## src/rtl/modcnt_pkg.sv

```systemverilog
// Shared types for the up/down modulo counter: end-of-count modes and FSM states.
package modcnt_pkg;

  typedef enum logic [1:0] {
    WRAP    = 2'd0,
    SAT     = 2'd1,
    ONESHOT = 2'd2,
    RSVD    = 2'd3
  } mode_e;

  typedef enum logic {
    RUN  = 1'b0,
    DONE = 1'b1
  } state_e;

endpackage

```

## src/rtl/modcnt_updown.sv

```systemverilog
// Parametrised up/down modulo counter with wrap/saturate/one-shot end-of-count,
// synchronous clear/load and a registered one-cycle terminal-count pulse.
module modcnt_updown
  import modcnt_pkg::*;
#(
  parameter int unsigned Width = 8
) (
  input  logic             clk_i,
  input  logic             rst_i,
  input  logic             en_i,
  input  logic             clr_i,
  input  logic             load_i,
  input  logic [Width-1:0] data_i,
  input  logic             up_i,
  input  logic [1:0]       mode_i,
  input  logic [Width-1:0] max_i,
  output logic [Width-1:0] cnt_o,
  output logic             tc_o,
  output logic             done_o
);

  logic [Width-1:0] cnt_q, cnt_d;
  logic             tc_q, tc_d;
  logic             done_q, done_d;
  state_e           state_q, state_d;
  logic             at_term;
  mode_e            mode;

  assign mode = mode_e'(mode_i);

  // Next-state: clear beats load beats count; DONE freezes the count.
  always_comb begin
    cnt_d   = cnt_q;
    tc_d    = 1'b0;
    done_d  = done_q;
    state_d = state_q;
    at_term = up_i ? (cnt_q >= max_i) : (cnt_q == '0);

    if (clr_i) begin
      cnt_d   = '0;
      done_d  = 1'b0;
      state_d = RUN;
    end else if (load_i) begin
      cnt_d   = data_i;
      done_d  = 1'b0;
      state_d = RUN;
    end else if (en_i && (state_q == RUN)) begin
      if (!at_term) begin
        cnt_d = up_i ? (cnt_q + Width'(1)) : (cnt_q - Width'(1));
      end else begin
        tc_d = 1'b1;
        case (mode)
          SAT: cnt_d = cnt_q;
          ONESHOT: begin
            cnt_d   = cnt_q;
            state_d = DONE;
            done_d  = 1'b1;
          end
          // Reserved encoding behaves as WRAP.
          default: cnt_d = up_i ? '0 : max_i;
        endcase
      end
    end
  end

  // State and output registers with asynchronous active-low reset.
  always_ff @(posedge clk_i or negedge rst_i) begin
    if (!rst_i) begin
      cnt_q   <= '0;
      tc_q    <= 1'b0;
      done_q  <= 1'b0;
      state_q <= RUN;
    end else begin
      cnt_q   <= cnt_d;
      tc_q    <= tc_d;
      done_q  <= done_d;
      state_q <= state_d;
    end
  end

  assign cnt_o  = cnt_q;
  assign tc_o   = tc_q;
  assign done_o = done_q;

endmodule

```

## config.mk

```make
export PLATFORM = sky130hd
export DESIGN_NAME = modcnt_updown
export DESIGN_NICKNAME = d
export VERILOG_FILES = /design/src/rtl/modcnt_pkg.sv /design/src/rtl/modcnt_updown.sv
export SDC_FILE = /design/constraint.sdc
export NUM_CORES = 1
export LEC_CHECK = 0
export CORE_MARGIN = 5
export CORE_UTILIZATION = 35
export CTS_BUF_LIST = sky130_fd_sc_hd__clkbuf_4 sky130_fd_sc_hd__clkbuf_8 sky130_fd_sc_hd__clkbuf_16
export DETAILED_ROUTE_END_ITERATION = 8
export PLACE_DENSITY = 0.69
export SLEW_MARGIN = 0
export SYNTH_ARGS = -nofsm -noshare
export SYNTH_HDL_FRONTEND = slang
export SYNTH_SLANG_ARGS = --single-unit
```

## constraint.sdc

```tcl
create_clock -name clk_i -period 6.5 [get_ports clk_i]
set_input_delay 1.3 -clock clk_i [delete_from_list [all_inputs] [get_ports clk_i]]
set_output_delay 1.3 -clock clk_i [all_outputs]
set_load 0.02 [all_outputs]
```

Yosys cells after proc, flatten, opt, wreduce, memory -nomap -nowiden:

Cells that the tools add are included.

* bits in registers: 10
* bits of input ports: 24

* order comparisons: 1
* bitwise operators: 1
* add/sub/neg operators: 2
* reduce and logical (&&, ||, !) cells: 8
* mux-type cells: 17
* equality and inequality tests: 3

Operator list (count)
* two-way mux 8 bit: 7
* two-way mux 1 bit: 10
* nonzero test 3 bit: 3
* adder 8 x 1 -> 8 bit (second input constant): 1
* >= comparator 8 bit: 1
* logical NOT 8 bit: 1
* subtractor 8 x 1 -> 8 bit (second input constant): 1
* inequality test 4 bit (second input constant): 1
* AND reduction 3 bit: 1
* equality test 2 x 1 -> 1 bit (second input constant): 1
* equality test 2 bit (second input constant): 1
* AND reduction 2 bit: 1
* OR reduction 2 bit: 1
* logical AND 1 bit: 1
* inverter 1 bit: 1

Depth between registers and ports, before layout:

* depth in word-level cells: 7
* mapped depth: 9
* depth with buffers taken out: 8

Worst setup path before layout:

Ideal clock, no wire load.

* kind: input port to flip-flop
* start: in max_i[6]
* end: reg cnt_q[1] (netlist: cnt_o[1])
* data arrival time: 2954 ps
* cell stages on the path: 8
* buffers on the path: 1
* slack: 3436 ps
* cell sequence: inv_1 ha_1 a21o_1 a2111oi_2 o31a_2 o21ai_4 buf_6 o41ai_1

* word-level cells in the longest chain between the ends: 6
* elaborated cells between the ends (all ways): 8
* classes of those cells: order compare: 1; eq/ne: 1; mux: 5; reduce/logical: 1

RTL lines
* start, declared: line modcnt_updown.sv:16 `input logic [Width-1:0] max_i,`
* >= comparator 8 bit (*): line modcnt_updown.sv:37 `at_term = up_i ? (cnt_q >= max_i) : (cnt_q == '0);`
* two-way mux 1 bit (*): line modcnt_updown.sv:37
* two-way mux 8 bit: line modcnt_updown.sv:48 `if (!at_term) begin`
* two-way mux 8 bit: line modcnt_updown.sv:47 `end else if (en_i && (state_q == RUN)) begin`
* two-way mux 8 bit: line modcnt_updown.sv:43 `end else if (load_i) begin`
* two-way mux 8 bit: line modcnt_updown.sv:39 `if (clr_i) begin`
* end signal, assigned: line modcnt_updown.sv:74 `cnt_q <= cnt_d;`
* end, declared: line modcnt_updown.sv:22 `logic [Width-1:0] cnt_q, cnt_d;`

Every way passes the cells marked *; elsewhere a longest branch is shown, timed or not. The select of a mux whose other input is x is not followed.
A chain may end at the register's enable or synchronous reset.

Worst setup path after layout:

* start: in max_i[7]
* end: reg cnt_q[6] (netlist: cnt_o[6])

The elaborated chain is that of the path after synthesis.

==> flow_metrics.env <==
export IMPL_grt_start_max_net_pins=19
export IMPL_slowest_stage="clkdlybuf4s50_1"
export IMPL_post_cts_setup_buffer_count=0
export IMPL_slew_limit_headroom_pct=55.31
export IMPL_htree_levels=1
export IMPL_pin_count=34
export IMPL_syn_inst=139
export IMPL_r2r_cells=8
export IMPL_route_detailed_drc=0
export IMPL_fill_cells=314
export IMPL_critPathCaptureType="register"
export IMPL_finalSetupTns_ns=0
export IMPL_antenna_found_initial=0
export IMPL_p_leak_nw=0.6848
export IMPL_cap_violations=0
export IMPL_dpl_hpwl_um=2638
export IMPL_core_um2=3284
export IMPL_cts_sinks=10
export IMPL_grt_pass1_wl_um=5464
export IMPL_syn_nets=179
export IMPL_r2r_start="cnt_o[0]"
export IMPL_drt_wl_total_um=3274
export IMPL_status="complete, no violations"
export IMPL_yosys_warnings=0
export IMPL_die_h_um=67.91
export IMPL_cp_start_kind="input pin"
export IMPL_globalplace_congestion=0.9407
export IMPL_viasPerCell=5.502
export IMPL_required_ns=6.65
export IMPL_period_share_pct=54.25
export IMPL_ir_drop_mv=0.06288
export IMPL_synth_area_top_cells="dfrtp_1, ha_1, nor3_1"
export IMPL_layout_common_cells="clkdlybuf4s50_1, ha_1, inv_1, nor3_1, dfrtp_1"
export IMPL_final_min_clock_period_ns=3.526
export IMPL_clock_tree_buffer_depth=2
export IMPL_start_util_pct=35.73
export IMPL_path_clk_slew_ns=0.07
export IMPL_drive_gt1_share_pct=5.263
export IMPL_syn_area_per_cell_um2=8.443
export IMPL_startpoint="max_i[7]"
export IMPL_path_cells="clkdlybuf4s50_1 > inv_1 > ha_1 > and4_1 > a2111oi_2 > o31a_2 > a2bb2oi_1 > nor3_1 > o41ai_1"
export IMPL_synth_simple_gate_area_share_pct=23.35
export IMPL_grt_pass1_vias=1169
export IMPL_worst_clock_skew_ns=0.01022
export IMPL_numCtsBuffers=3
export IMPL_drtIter0Drc=81
export IMPL_cp_max_fo=7
export IMPL_cts_tree="built"
export IMPL_synth_top_family_by_area="compound AO/OA/AOI/OAI gates"
export IMPL_die_x_um=67.91
export IMPL_slowest_delay_ns=0.48
export IMPL_final_area_um2=1570
export IMPL_routedWlPerCell_um=15.09
export IMPL_cts_root_buf="clkbuf_4"
export IMPL_num_antenna_cells=0
export IMPL_synth_largest_area_cell="dfrtp_1"
export IMPL_final_hold_viol_count=0
export IMPL_rsz0062_at_grt="no"
export IMPL_synth_compound_area_share_pct=25.48
export IMPL_hp_class="register to register"
export IMPL_layout_commonest_cell="clkdlybuf4s50_1"
export IMPL_io_buffers=33
export IMPL_ys_seq_area_share_pct=21.32
export IMPL_track_usage_pct=15.52
export IMPL_ys_seq_elements=10
export IMPL_nNetsFinal=212
export IMPL_worstSetupEndpoint="cnt_o[6]"
export IMPL_synth_xor_area_share_pct=2.239
export IMPL_ff2ff_setup_slack_ns=3.91
export IMPL_reg2reg_to="cnt_o[6]"
export IMPL_synth_top_area_share_pct=21.32
export IMPL_muxShareOfSynthArea_pct=3.412
export IMPL_final_util_pct=47.81
export IMPL_die_area_um2=4611
export IMPL_tightest_slew_ns=0.6683
export IMPL_netlist_area_um2=1174
export IMPL_worst_hold_slack_ns=0.5803
export IMPL_cts_hold_fix_buffers=0
export IMPL_cp_arrival_ns=3.68
export IMPL_via_count=1194
export IMPL_power_density_nw_per_um2=191.6
export IMPL_first_pass_iters=4
export IMPL_insertion_delay_ns=0.28
export IMPL_crit_type="input pin to register"
export IMPL_drv_slew=0
export IMPL_ant_nets=0
export IMPL_overflow=0
export IMPL_ys_types=41
export IMPL_areaGrowthSynthToFinish_pct=33.80
export IMPL_cts_resized=0
export IMPL_setup_viol=0
export IMPL_rows=21
export IMPL_max_freq_mhz=283.6
export IMPL_synth_fa_ha_area_share_pct=17.70
export IMPL_placedInstanceArea_um2=1534
==> cells by family (layout without fill, tap and decap cells) <==
kind of cell,count (synthesis),in the layout
mux,4,4
compound gates,39,39
fa+ha+maj,16,16
xor+xnor,3,3
simple gates,49,49
flops,10,10
buf+inv,18,50
==> worst max-delay path, delay by kind of cell <==
kind,cells,cell delay (ns)
AO/OA/AOI/OAI,4,1.23
buffers and inverters,2,0.53
adder cells (fa/ha/maj),1,0.33
AND/OR/NAND/NOR,2,0.27
==> layout make-up <==
type,count,area [um^2],area share [%]
sequential,10,250.2,15.94
tap,46,57.56,3.665
timing repair buffer,33,330.3,21.04
clock buffer,4,36.28,2.311
inverter,13,48.80,3.108
multi-input combinational,111,847.1,53.94
==> registers in the layout, indices dropped and copies added, names as in the netlist <==
signal and count:
state_q 1, tc_o 1, cnt_o 8
==> worst min path at each step <==
stage | startpoint | endpoint | slack [ns] | cells past startpoint
finish | state_q | state_q | 0.58 | 2
global route | cnt_o[6] | cnt_o[6] | 0.64 | 2
CTS | state_q | state_q | 0.60 | 2
detailed placement | state_q | state_q | 0.57 | 2
global placement | cnt_o[6] | cnt_o[6] | 0.57 | 2
floorplan | cnt_o[5] | cnt_o[5] | 0.63 | 2
==> layer usage <==
metal,part of all wire [%],vias up,global-route usage (%)
met5,0,-,0
met4,2.4,0,8.685
met3,8.4,7,2.463
met2,44,54,23.94
met1,45,545,20.47
li1,-,588,-
==> metrics by stage <==
step | power, mW | std cells | worst slack [ns]
floorplan | 0.1887 | 139 | 3.436
global placement | 0.2388 | 213 | 2.719
detailed placement | 0.2437 | 213 | 2.685
CTS | 0.3026 | 217 | 2.962
global route | 0.3249 | 217 | 2.678
finish | 0.3009 | 217 | 2.974
==> power breakdown <==
group | switching (mW) | leakage [nW] | total [mW] | internal [mW]
combinational | 0.0828 | 0.533 | 0.161 | 0.0785
clock | 0.0232 | 0.0210 | 0.0572 | 0.0341
sequential | 0.0128 | 0.131 | 0.0824 | 0.0695
==> Yosys cell counts <==
library cell,instances
nor3b_1,2
o21a_1,1
buf_6,1
a221oi_1,3
ha_1,15
o21ai_4,1
or4_1,1
o22ai_1,1
a2111oi_0,1
xor2_1,1
a31oi_1,1
nor4b_1,1
a21oi_1,6
a22o_1,4
o41ai_1,3
xnor2_1,2
o21ai_1,1
nor2_1,8
nand4_1,1
o21ai_0,4
nor3_1,12
nand2_1,7
o2bb2ai_1,1
buf_2,1
nand2b_1,4
fa_1,1
a21o_1,2
or4_4,1
nor4_2,1
a2bb2oi_1,2
clkbuf_1,3
o31a_2,1
nor4_1,1
o31ai_1,3
dfrtp_1,10
and4_1,1
mux2i_1,4
a2111oi_2,1
nor2b_1,9
inv_1,13
a211oi_1,3
(Power assumes the default switching activity.)
